**src/rtl/palindrome_dispatch.sv**
```systemverilog
// palindrome_dispatch
// Job dispatcher in front of the palindrome checker. (base, ending) jobs are
// queued in a small FIFO. Each job is issued to the checker over a go/done
// handshake. Exactly one result per job comes back over a valid/ready port,
// and results leave in push order. A degenerate range (base >= ending) is
// answered locally as a palindrome and never engages the checker. A checker
// that does not answer within TIMEOUT cycles has its job aborted, and the
// job is reported with res_timeout=1.
//
// Ports
//   clock          rising-edge clock
//   reset          asynchronous active-low reset
//   req_valid/req_ready/req_base/req_ending   job input (valid/ready)
//   chk_base/chk_ending/chk_go                registered checker request
//   chk_done/chk_palindrome                   checker response
//   res_valid/res_ready/res_palindrome/res_timeout/res_base/res_ending
//                                             result output (valid/ready)
//   job_count      jobs waiting in the FIFO (excludes the job in flight)
module palindrome_dispatch #(
  parameter int DEPTH   = 4,
  parameter int TIMEOUT = 64,
  parameter int CW      = 3
) (
  input  logic          clock,
  input  logic          reset,
  input  logic          req_valid,
  output logic          req_ready,
  input  logic [4:0]    req_base,
  input  logic [4:0]    req_ending,
  output logic [4:0]    chk_base,
  output logic [4:0]    chk_ending,
  output logic          chk_go,
  input  logic          chk_done,
  input  logic          chk_palindrome,
  output logic          res_valid,
  input  logic          res_ready,
  output logic          res_palindrome,
  output logic          res_timeout,
  output logic [4:0]    res_base,
  output logic [4:0]    res_ending,
  output logic [CW-1:0] job_count
);

  localparam int AW = (DEPTH > 1) ? $clog2(DEPTH) : 1;
  localparam int TW = (TIMEOUT > 1) ? $clog2(TIMEOUT) : 1;

  typedef enum logic [1:0] {
    IDLE   = 2'd0,
    RUN    = 2'd1,
    REPORT = 2'd2
  } state_t;

  state_t        state_r, state_nxt_s;
  logic [4:0]    mem_base_r [DEPTH];
  logic [4:0]    mem_end_r  [DEPTH];
  logic [AW-1:0] wr_ptr_r, rd_ptr_r;
  logic [CW-1:0] count_r, count_nxt_s;
  logic [TW-1:0] timer_r, timer_nxt_s;

  logic          chk_go_r, chk_go_nxt_s;
  logic [4:0]    chk_base_r, chk_base_nxt_s;
  logic [4:0]    chk_end_r, chk_end_nxt_s;
  logic          res_valid_r, res_valid_nxt_s;
  logic          res_pal_r, res_pal_nxt_s;
  logic          res_to_r, res_to_nxt_s;
  logic [4:0]    res_base_r, res_base_nxt_s;
  logic [4:0]    res_end_r, res_end_nxt_s;

  logic          push_s, pop_s, ready_s, empty_s;
  logic [4:0]    head_base_s, head_end_s;

  assign ready_s     = (count_r < CW'(DEPTH));
  assign empty_s     = (count_r == {CW{1'b0}});
  assign push_s      = req_valid & ready_s;
  assign head_base_s = mem_base_r[rd_ptr_r];
  assign head_end_s  = mem_end_r[rd_ptr_r];

  assign req_ready      = ready_s;
  assign job_count      = count_r;
  assign chk_go         = chk_go_r;
  assign chk_base       = chk_base_r;
  assign chk_ending     = chk_end_r;
  assign res_valid      = res_valid_r;
  assign res_palindrome = res_pal_r;
  assign res_timeout    = res_to_r;
  assign res_base       = res_base_r;
  assign res_ending     = res_end_r;

  // FIFO storage; contents need no reset because the count gates every read.
  always_ff @(posedge clock) begin
    if (push_s) begin
      mem_base_r[wr_ptr_r] <= req_base;
      mem_end_r[wr_ptr_r]  <= req_ending;
    end
  end

  // FIFO occupancy: a simultaneous push and pop leaves the count unchanged.
  always_comb begin
    count_nxt_s = count_r;
    case ({push_s, pop_s})
      2'b10:   count_nxt_s = count_r + {{(CW-1){1'b0}}, 1'b1};
      2'b01:   count_nxt_s = count_r - {{(CW-1){1'b0}}, 1'b1};
      default: count_nxt_s = count_r;
    endcase
  end

  // FIFO pointers and count; the pointers wrap naturally because DEPTH is a power of 2.
  always_ff @(posedge clock or negedge reset) begin
    if (!reset) begin
      wr_ptr_r <= {AW{1'b0}};
      rd_ptr_r <= {AW{1'b0}};
      count_r  <= {CW{1'b0}};
    end else begin
      if (push_s) begin
        wr_ptr_r <= wr_ptr_r + {{(AW-1){1'b0}}, 1'b1};
      end
      if (pop_s) begin
        rd_ptr_r <= rd_ptr_r + {{(AW-1){1'b0}}, 1'b1};
      end
      count_r <= count_nxt_s;
    end
  end

  // Next-state and next-output logic of the dispatcher FSM.
  always_comb begin
    state_nxt_s     = state_r;
    timer_nxt_s     = timer_r;
    chk_go_nxt_s    = chk_go_r;
    chk_base_nxt_s  = chk_base_r;
    chk_end_nxt_s   = chk_end_r;
    res_valid_nxt_s = res_valid_r;
    res_pal_nxt_s   = res_pal_r;
    res_to_nxt_s    = res_to_r;
    res_base_nxt_s  = res_base_r;
    res_end_nxt_s   = res_end_r;
    pop_s           = 1'b0;
    case (state_r)
      IDLE: begin
        if (!empty_s) begin
          pop_s          = 1'b1;
          res_base_nxt_s = head_base_s;
          res_end_nxt_s  = head_end_s;
          if (head_base_s >= head_end_s) begin
            // Empty or single-register range: trivially a palindrome.
            res_pal_nxt_s   = 1'b1;
            res_to_nxt_s    = 1'b0;
            res_valid_nxt_s = 1'b1;
            state_nxt_s     = REPORT;
          end else begin
            chk_base_nxt_s = head_base_s;
            chk_end_nxt_s  = head_end_s;
            chk_go_nxt_s   = 1'b1;
            timer_nxt_s    = {TW{1'b0}};
            state_nxt_s    = RUN;
          end
        end else begin
          state_nxt_s = IDLE;
        end
      end
      RUN: begin
        // A done in the expiry cycle still counts as an answer.
        if (chk_done) begin
          res_pal_nxt_s   = chk_palindrome;
          res_to_nxt_s    = 1'b0;
          chk_go_nxt_s    = 1'b0;
          res_valid_nxt_s = 1'b1;
          state_nxt_s     = REPORT;
        end else if (timer_r == TW'(TIMEOUT - 1)) begin
          res_pal_nxt_s   = 1'b0;
          res_to_nxt_s    = 1'b1;
          chk_go_nxt_s    = 1'b0;
          res_valid_nxt_s = 1'b1;
          state_nxt_s     = REPORT;
        end else begin
          timer_nxt_s = timer_r + {{(TW-1){1'b0}}, 1'b1};
        end
      end
      REPORT: begin
        // Lasting at least one cycle keeps chk_go low between jobs.
        chk_go_nxt_s = 1'b0;
        if (res_ready) begin
          res_valid_nxt_s = 1'b0;
          state_nxt_s     = IDLE;
        end else begin
          state_nxt_s = REPORT;
        end
      end
      default: begin
        state_nxt_s     = IDLE;
        chk_go_nxt_s    = 1'b0;
        res_valid_nxt_s = 1'b0;
      end
    endcase
  end

  // State register and the registered checker/result outputs.
  always_ff @(posedge clock or negedge reset) begin
    if (!reset) begin
      state_r     <= IDLE;
      timer_r     <= {TW{1'b0}};
      chk_go_r    <= 1'b0;
      chk_base_r  <= 5'd0;
      chk_end_r   <= 5'd0;
      res_valid_r <= 1'b0;
      res_pal_r   <= 1'b0;
      res_to_r    <= 1'b0;
      res_base_r  <= 5'd0;
      res_end_r   <= 5'd0;
    end else begin
      state_r     <= state_nxt_s;
      timer_r     <= timer_nxt_s;
      chk_go_r    <= chk_go_nxt_s;
      chk_base_r  <= chk_base_nxt_s;
      chk_end_r   <= chk_end_nxt_s;
      res_valid_r <= res_valid_nxt_s;
      res_pal_r   <= res_pal_nxt_s;
      res_to_r    <= res_to_nxt_s;
      res_base_r  <= res_base_nxt_s;
      res_end_r   <= res_end_nxt_s;
    end
  end

endmodule

```
**config.mk**
```make
export PLATFORM = sky130hd
export DESIGN_NAME = palindrome_dispatch
export DESIGN_NICKNAME = d
export VERILOG_FILES = /design/src/rtl/palindrome_dispatch.sv
export SDC_FILE = /design/constraint.sdc
export NUM_CORES = 1
export LEC_CHECK = 0
export ABC_AREA = 0
export BUFFER_PORTS_ARGS = -buffer_cell sky130_fd_sc_hd__buf_2
export CELL_PAD_IN_SITES_DETAIL_PLACEMENT = 1
export CELL_PAD_IN_SITES_GLOBAL_PLACEMENT = 2
export CORE_ASPECT_RATIO = 0.8
export CORE_UTILIZATION = 40
export DETAILED_ROUTE_END_ITERATION = 16
export PLACE_DENSITY = 0.75
export SLEW_MARGIN = 20
export SYNTH_ARGS = -nofsm -noshare
export SYNTH_HDL_FRONTEND = slang
export SYNTH_SLANG_ARGS = --single-unit
export TNS_END_PERCENT = 100
```
**constraint.sdc**
```tcl
create_clock -name clock -period 3.9 [get_ports clock]
set_clock_uncertainty 0.05 [all_clocks]
set_input_delay 0.195 -clock clock [delete_from_list [all_inputs] [get_ports clock]]
set_output_delay 0.195 -clock clock [all_outputs]
set_load 0.01 [all_outputs]
```
* After elaboration in Yosys (flattened, before gate mapping)
Memories as Yosys holds them, arrays and structs flattened.
Cells that the tools add are included.
W data, S select, Z words.
** Storage, ports and cells
- Bits of input ports :: 16
- RAM bits :: 40
- Bits in registers :: 39
- Output and inout port bits :: 28
- Memories :: 2
- Word-level logic and storage cells :: 80
** Cells by class
- Equal/unequal tests :: 12
- Add/subtract/negate cells :: 5
- Bitwise gates (word level) :: 3
- Reductions and logical operators :: 10
- Magnitude comparators :: 2
- Mux-type cells :: 33
** Memory list
- mem_base_r :: depth 4, width 5, read ports 1, clocked after Yosys merged registers in 0, write ports 1, line 54 : logic [4:0] mem_base_r [DEPTH];
- mem_end_r :: depth 4, width 5, read ports 1, clocked after Yosys merged registers in 0, write ports 1, line 55 : logic [4:0] mem_end_r [DEPTH];
** Operators by type and width (count)
- $mux W6 :: 4
- $mux W1 :: 17
- $ne A2 B2 Y1 const B :: 6
- $pmux W6 S2 :: 1
- $mux W2 :: 5
- $reduce_and A4 Y1 :: 2
- $add A6 B1 Y6 const B :: 1
- $eq A6 B6 Y1 const B :: 1
- $pmux W1 S2 :: 3
- $pmux W2 S3 :: 1
- $pmux W3 S2 :: 1
- $reduce_and A3 Y1 :: 2
- $ge A5 B5 Y1 :: 1
- $reduce_and A5 Y1 :: 1
- $add A2 B1 Y2 const B :: 2
- $eq A2 B1 Y1 const B :: 2
- $eq A2 B2 Y1 const B :: 2
- $reduce_bool A2 Y1 :: 2
- $add A3 B1 Y3 const B :: 1
- $logic_not A3 Y1 :: 1
- $lt A3 B3 Y1 const B :: 1
- $ne A3 B3 Y1 const B :: 1
- $pmux W1 S3 :: 1
- $sub A3 B1 Y3 const B :: 1
- other kinds (4) :: 5

* Logic depth before layout (Yosys ltp)
Gate-level depths: netlist of the first run.
- Depth after elaboration :: 5
- Gate-level depth with buffers :: 10
- Mapped depth without buffers :: 9

* Worst setup path before layout of the first run
OpenSTA, ideal clock, no wires.
- Path type :: flip-flop to flip-flop
- From :: register rd_ptr_r[0]
- To :: register chk_base_r[3], in the netlist chk_base[3]
- Clock period less this slack :: 3.078 ns
- Library setup time :: 0.125 ns
- Data required time :: 3.725 ns
- Arrival :: 2.904 ns
- Slack :: 0.822 ns
- Stages on the path, launching flop included :: 9
- Buffers on the path :: 2
- Cell sequence :: dfrtp_1 -> buf_2 -> mux4_2 -> ha_1 -> a21o_1 -> or4_4 -> a31oi_4 -> buf_6 -> mux2_2
** On the way
- Longest elaborated chain between the ends :: 4
- Elaborated cells on any way between the ends :: 5
- Those cells by class :: 1 x order compare; 1 x bitwise; 1 x reduce/logical; 2 x memory
** Ends and longest elaborated chain
- from (decl) :: line 56 : logic [AW-1:0] wr_ptr_r, rd_ptr_r;
- from (signal assigned) :: line 111 : rd_ptr_r <= {AW{1'b0}};
- from (signal assigned) :: line 118 : rd_ptr_r <= rd_ptr_r + {{(AW-1){1'b0}}, 1'b1};
- $mem_v2 Z4 W5
- named net head_base_s[4] :: line 70 : logic [4:0] head_base_s, head_end_s;
- $ge A5 B5 Y1 :: line 143 : if (head_base_s >= head_end_s) begin
- $not A1 Y1 (no line)
- $reduce_and A3 Y1 (no line)
- to (signal assigned) :: line 213 : chk_base_r <= chk_base_nxt_s;
- to (decl) :: line 61 : logic [4:0] chk_base_r, chk_base_nxt_s;
The timed path passes the listed nets, and every way through them passes these cells.
A chain may end at the register's enable or synchronous reset.

* Worst setup path after layout of the first run
- From :: register rd_ptr_r[0]
- To :: register timer_r[0]
** On the way
- Longest elaborated chain between the ends :: 4
- Elaborated cells on any way between the ends :: 5
- Those cells by class :: 1 x order compare; 1 x eq/ne; 1 x reduce/logical; 2 x memory
** Ends and longest elaborated chain
- $mem_v2 Z4 W5
- named net head_base_s[4] :: line 70
- $ge A5 B5 Y1 :: line 143
- $ne A2 B2 Y1 (no line)
- $reduce_and A5 Y1 (no line)
- to (signal assigned) :: line 200 : timer_r <= {TW{1'b0}};
- to (signal assigned) :: line 211 : timer_r <= timer_nxt_s;
- to (decl) :: line 58 : logic [TW-1:0] timer_r, timer_nxt_s;
The timed path passes the listed nets, and every way through them passes these cells.

==> summary.md, run 1 <==
| Metric | Value |
|---|---|
| Routed Antenna Nets | 0 |
| Slew Viols, Final | 0 |
| Port Buffers | 43 |
| Placed cells | 374 |
| Unique cell type count in the Yosys netlist | 42 |
| I/O pin cnt | 44 |
| Main flop type after synthesis | edfxtp_1 |
| Yosys reg bits | 79 |
| Max-Cap Viols | 0 |
| Synth async-reset ratio | 49.37% |
| Row cnt | 29 |
| Vias per cell | 4.952 |
| Synth Warn # | 0 |
| Layout Cells excl Fill | roughly 400 |
| FF+latch area | 2177 um^2 |
| Top-count cell post-synth | edfxtp_1 |
| Yosys top cell by area | edfxtp_1 |
| Final hold viol count | 0 |
| Hold_buf cts | 6 |
| Fin nets | 311 |
| Fmax | just under 300 MHz |
| Syn Nets | 258 |
| Antenna fix cells | 0 |
| Synth top area share | 36.04% |
| Routability cong. | 0.6785 |
| Post-synth top cells | edfxtp_1 (40), dfrtp_1 (39), nand2_1 (28), inv_1 (16), o21ai_0 (12) |
| DIE WIDTH | 104.1 um |
| WS Path Type | register to register |
| Top cells by area, synth | edfxtp_1 (36%), dfrtp_1 (29%), mux4_2 (6.8%) |
| Starting Density | 41.57% |
| Core box area | approximately 8000 um^2 |
| Grt ovf | 0 |
| Final worst path period share | roughly 87% |
| Setup TNS | 0 ps |
| CP arrival | 3580 ps |
| Total number of vias | 1961 |
| Drt drc | 0 |
| Worst-skew pair later-pin latency | 350 ps |
| Leak Pwr | 1.637 nW |
| Root buffer cell | clkbuf_8 |
| First-pass GRT wire length | 10.98 mm |
| Die Area | 8704 um^2 |
| Vias in the first global route | 2067 |
| DRT Pass-1 Iters | 4 |
| Slew @ Worst Pin | 933.7 ps |
| Per-cell routed wire length | 16.67 um |
| Gr usage total | 16.78% |
| Reg clk slew, reported paths | 90 ps |
| # fillers | 824 |
| Routed wire length | 6.600 mm |
| CTS H-tree lvls | 3 |
| Post-synthesis cell count | 230 |
| Postcts setup bufs | 0 |
| Final setup fails | 0 |
| Sequential area share after synthesis | 65.32% |
| Multi-input gate area | 1046 um^2 |
| DRT iter0 DRCs | slightly below 60 |
| CTS tree | built |
| Cts repair resizes | 0 |
| Num CTS Buffers | 9 |
| Syn_area_per_cell | 14.49 um^2 |
| VDD IR max | 284.4 uV |
| Unrepaired setup endpoints after global routing | no |
| Worst Hold Class | primary input to register |
| Cell Area, Synth | 3333 um^2 |
| Slew HR | 37.75% |
| Post-route minimum period | approximately 3400 ps |
| Number of flops mapped to enable cells by yosys | 40 |
| Startpoint types | register |
| Chip height | 83.65 um |
| Largest net degree at the start of global routing | 40 |
| P&R area growth vs syn | 17.38% |
| Layout cells sized above 1 | 29.51% |
| Initial antenna violation count | 0 |
| CP required | approximately 4100 ps |
| Clock tree buffer depth | 2 |
| Clk sinks | 79 |
| Status | finished clean |
| Hpwl dp | 4.604 mm |
| Crit-path max FO | 15 |
| Power Dens Cells | 842.3 nW/um^2 |
| Critical Path End Type | register |
-- final cells by class --
class	instances	share of cell area (%)
sequential	79	55.64
tap	108	3.454
clock buffer	9	3.166
timing repair buffer	51	7.419
clock inverter	7	2.047
inverter	16	1.535
multi-input combinational	126	26.73
-- power breakdown --
part | switching (mW) | internal (mW)
clock network | 0.318 | 0.303
registers | 0.184 | 1.14
logic | 0.740 | 0.613
-- metal layers --
layer,up-vias,routed length [um],global-route usage [%]
li1,933,-,-
met4,0,74,5.844
met2,42,2879,25.03
met3,7,285,4.684
met5,-,0,0
met1,979,3361,23.62
-- layout by cell type, fill, tap and decap left out, drive strengths merged, types with 2 or more instances in the layout --
master / netlist / layout
a21o: 2 / 2
nand3: 2 / 2
o21ai: 12 / 12
nor2: 9 / 9
nor2b: 3 / 3
xnor2: 5 / 5
mux2i: 3 / 3
mux2: 11 / 11
edfxtp: 40 / 40
dfrtp: 39 / 39
and2: 4 / 4
nand2: 28 / 28
mux4: 10 / 10
o2bb2ai: 2 / 2
ha: 11 / 11
inv: 16 / 18
a21oi: 3 / 3
clkbuf: 5 / 9
clkinv: 0 / 3
a31oi: 3 / 3
buf: 4 / 45
dlygate4sd3: 0 / 6
nor3: 2 / 2
-- metrics by stage --
stage,instance area [um^2],utilization [%],power [mW],hold slack [ps],setup WS (ps)
6_report,3913,48.79,3.295,16.47,512.9
5_1_grt,3913,48.79,3.559,6.632,276.7
4_1_cts,3913,48.79,3.355,4.827,445.8
3_5_place_dp,3649,45.50,2.720,339.2,472.6
3_3_place_gp,3649,45.50,2.660,325.2,555.4
2_1_floorplan,3333,-,2.295,-150.6,821.8
-- flip-flops by register name, indices dropped and copies added (netlist names) --
| signal | flops |
|---|---|
| res_ending | 5 |
| chk_go | 1 |
| chk_ending | 5 |
| timer_r | 6 |
| rd_ptr_r | 2 |
| res_timeout | 1 |
| state_r | 2 |
| chk_base | 5 |
| wr_ptr_r | 2 |
| mem_end_r | 20 |
| mem_base_r | 20 |
| job_count | 3 |
| res_base | 5 |
| res_valid | 1 |
| res_palindrome | 1 |
-- worst max-delay path: stages, from the launching register on --
cell and delay, ps:
dfrtp_1 650, mux4_2 600, ha_1 380, a21o_1 190
or4_4 430, a31oi_4 470, nor2_1 190, mux2_2 300
-- cells by family (layout without fill, tap and decap cells) --
| logic type | Yosys count | count (layout) | share of synthesized area [%] |
|---|---|---|---|
| adders and majority gates | 12 | 12 | 4.730 |
| AOI/OAI and AO/OA | 31 | 31 | 6.382 |
| buffers and inverters | 25 | 83 | 3.303 |
| and+or+nand+nor | 53 | 53 | 7.320 |
| DFF | 79 | 79 | 65.32 |
| xor gates and xnor gates | 6 | 6 | 1.577 |
| muxes | 24 | 24 | 11.37 |
-- final timing paths --
path	startpoint	to	slack, ps	cells past startpoint
setup / recovery	rd_ptr_r[0]	timer_r[0]	510	7
hold / removal	req_ending[3]	mem_end_r[0][3]	20	1
setup reg to reg	rd_ptr_r[0]	timer_r[0]	510	7
hold reg to reg	res_base[4]	res_base[4]	420	2
max in group asynchronous	reset	timer_r[2]	2750	2
min in group asynchronous	reset	res_ending[0]	460	2
(Power assumes the default switching activity.)
==> run 2: changes to the inputs <==
PLACE_DENSITY = default   (was 0.75)
PLACE_DENSITY_LB_ADDON = 0.1   (was default)
SETUP_SLACK_MARGIN = 0.3   (was default)
==> run 2 against run 1 <==
Compared with the run above:
- clock power shrank 11%
- first-iteration DRC count grew 1.7%
- cell count up 0.51%
- setup slack better by 100 ps
- highest routed layer unchanged
- die area stayed put
- global-route usage up 0.33 points
- largest cell class unchanged
- total power fell by 2.3%
- non-clock buffer count rose by 2
- maximum frequency grew 3.1%
- final area is essentially flat
- critical path depth stayed put
==> summary.md, run 2 (synthesis results as in run 1) <==
| Metric | Value |
|---|---|
| Final setup fails | 0 |
| CP required | between 4000 and 5000 ps |
| I/O pin cnt | 44 |
| Slew HR | between 30% and 40% |
| Postcts setup bufs | 0 |
| Core box area | 8019 um^2 |
| DIE WIDTH | 104.1 um |
| Post-route minimum period | 3285 ps |
| Startpoint types | register |
| P&R area growth vs syn | 17.27% |
| Layout cells sized above 1 | between 20 and 30% |
| Crit-path max cell delay | roughly 600 ps |
| Most frequent cells in the layout | buf_2 (43), edfxtp_1 (40), dfrtp_1 (39), nand2_1 (28), inv_1 (16) |
| DP Area | 3649 um^2 |
| Setup WS pre-CTS | 606.7 ps |
| Routed wire length | between 6 and 7 mm |
| Multi-input gate area | approximately 1000 um^2 |
| Reg2Reg Setup Slack | 620 ps |
| Slew Viols, Final | 0 |
| Critical Path End Type | register |
| Critical Path Slowest Stage Cell | mux4_2 |
| Largest registers | mem_base_r (20), mem_end_r (20), timer_r (6) |
| CTS tree | built |
| Largest net degree at the start of global routing | 40 |
| Fin util | 48.74% |
| Row cnt | 29 |
| Chip height | around 84 um |
| Int Pwr | 1.986 mW |
| Antenna fix cells | 0 |
| DRT Pass-1 Iters | 4 |
| Routability cong. | 0.7241 |
| WS Path Type | register to register |
| Worst-skew pair later-pin latency | 350 ps |
| Psw | 1.233 mW |
| PnR worst setup slack | 615.4 ps |
| Per-cell routed wire length | 16.54 um |
| Comb power frac | approximately two fifths |
| Net Sw Frac | 38.31% |
| Port Buffers | 43 |
| Routed Antenna Nets | 0 |
| Clk sinks | just under 80 |
| Num CTS Buffers | 9 |
| Clock tree buffer depth | 2 |
| Reg clk slew, reported paths | 90 ps |
| Design Area, Final | 3909 um^2 |
| FF+latch area | between 2000 and 2500 um^2 |
| Hpwl dp | 4.634 mm |
| Setup TNS | 0 ps |
| Unrepaired setup endpoints after global routing | no |
| Cts repair resizes | 0 |
| Worst Hold Class | primary input to register |
| VDD IR max | 355.6 uV |
| First-pass GRT wire length | about 11 mm |
| Clk pwr share | 17.2% |
| Die Area | 8704 um^2 |
| DRT iter0 DRCs | 59 |
| Slew @ Worst Pin | 936.5 ps |
| Fmax | 304.5 MHz |
| Status | finished clean |
| CP arrival | 3470 ps |
| Sequential power share | between 40% and 50% |
| CTS H-tree lvls | 3 |
| Max-Cap Viols | 0 |
| Root buffer cell | clkbuf_8 |
| Vias in the first global route | between 2k and 2.5k |
| # fillers | roughly 830 |
| Crit-path max FO | 15 |
| Gr usage total | 17.11% |
| Total number of vias | between 1.5k and 2k |
| Final worst path period share | between 80% and 90% |
| Leak Pwr | 1.629 nW |
| Fin nets | 313 |
| Vias per cell | 4.917 |
| Drt drc | 0 |
| Final hold viol count | 0 |
| Power Dens Cells | 823.4 nW/um^2 |
| Chain of cells forming the critical path | mux4_2 > ha_1 > a21o_1 > or4_4 > a31oi_4 > nor2_1 > mux2_2 |
| Grt ovf | 0 |
| Initial antenna violation count | 0 |
| Most common cell after layout, fill and taps aside | buf_2 |
| Starting Density | 41.57% |
==> run 2: cell count changes in the layout (fill, tap and decap cells not counted), sizes merged <==
cell	change
dlygate4sd3	+2
bufinv	-1
clkinvlp	+1
==> run 2: final timing paths <==
check	start	to	cells after the start
max in group asynchronous	reset	chk_base[3]	2
setup / recovery	rd_ptr_r[0]	timer_r[0]	7
hold reg to reg	res_base[3]	res_base[3]	2
hold / removal	req_ending[4]	mem_end_r[0][4]	1
setup reg to reg	rd_ptr_r[0]	timer_r[0]	7
min in group asynchronous	reset	rd_ptr_r[1]	2
==> run 2: worst max-delay path, delay by kind of cell, from the launching register on <==
family / cells / cell delay (ps)
fa+ha+maj: 1 / 380
compound gates: 2 / 680
flops: 1 / 550
simple gates: 2 / 630
mux: 2 / 890
==> run 2: area by class of cell <==
type | count | area share, %
clock inverters | 7 | 1.440
multi-input cells | 126 | 26.76
repair buffers | 53 | 7.939
inverters | 16 | 1.536
well taps | 108 | 3.457
flip-flops and latches | 79 | 55.70
clock buffers | 9 | 3.169
==> run 2: power groups by stage <==
stage | Combinational (mW) | Sequential [mW] | Clock (mW)
after global placement | 1.34 | 1.33 | 0
after detailed placement | 1.36 | 1.34 | 0
final | 1.35 | 1.32 | 0.553
after global routing | 1.54 | 1.35 | 0.606
after CTS | 1.38 | 1.32 | 0.579
after floorplan | 0.965 | 1.33 | 0
==> run 2: what timing repair did <==
item,in CTS,in global routing
hold buffers,8,0
hold endpoints to repair,67,0
endpoints found under the setup margin,0,0
==> run 2: per-layer routing <==
metal | routed length, um | track usage, % | vias to the layer above | part of all wire (%)
met5 | 0 | 0 | - | 0
met4 | 60 | 6.234 | 0 | 0.91
met3 | 313 | 3.903 | 6 | 4.8
met2 | 2938 | 25.27 | 43 | 45
met1 | 3271 | 24.77 | 968 | 50
li1 | - | - | 940 | -
==> run 2: per-stage QoR <==
stage	std cells	hold WS (ps)	power, mW
floorplan	230	-150.6	2.295
global route	398	2.467	3.499
finish	398	23.73	3.219
global placement	374	358.1	2.668
detailed placement	374	348.3	2.704
CTS	398	0.7158	3.279
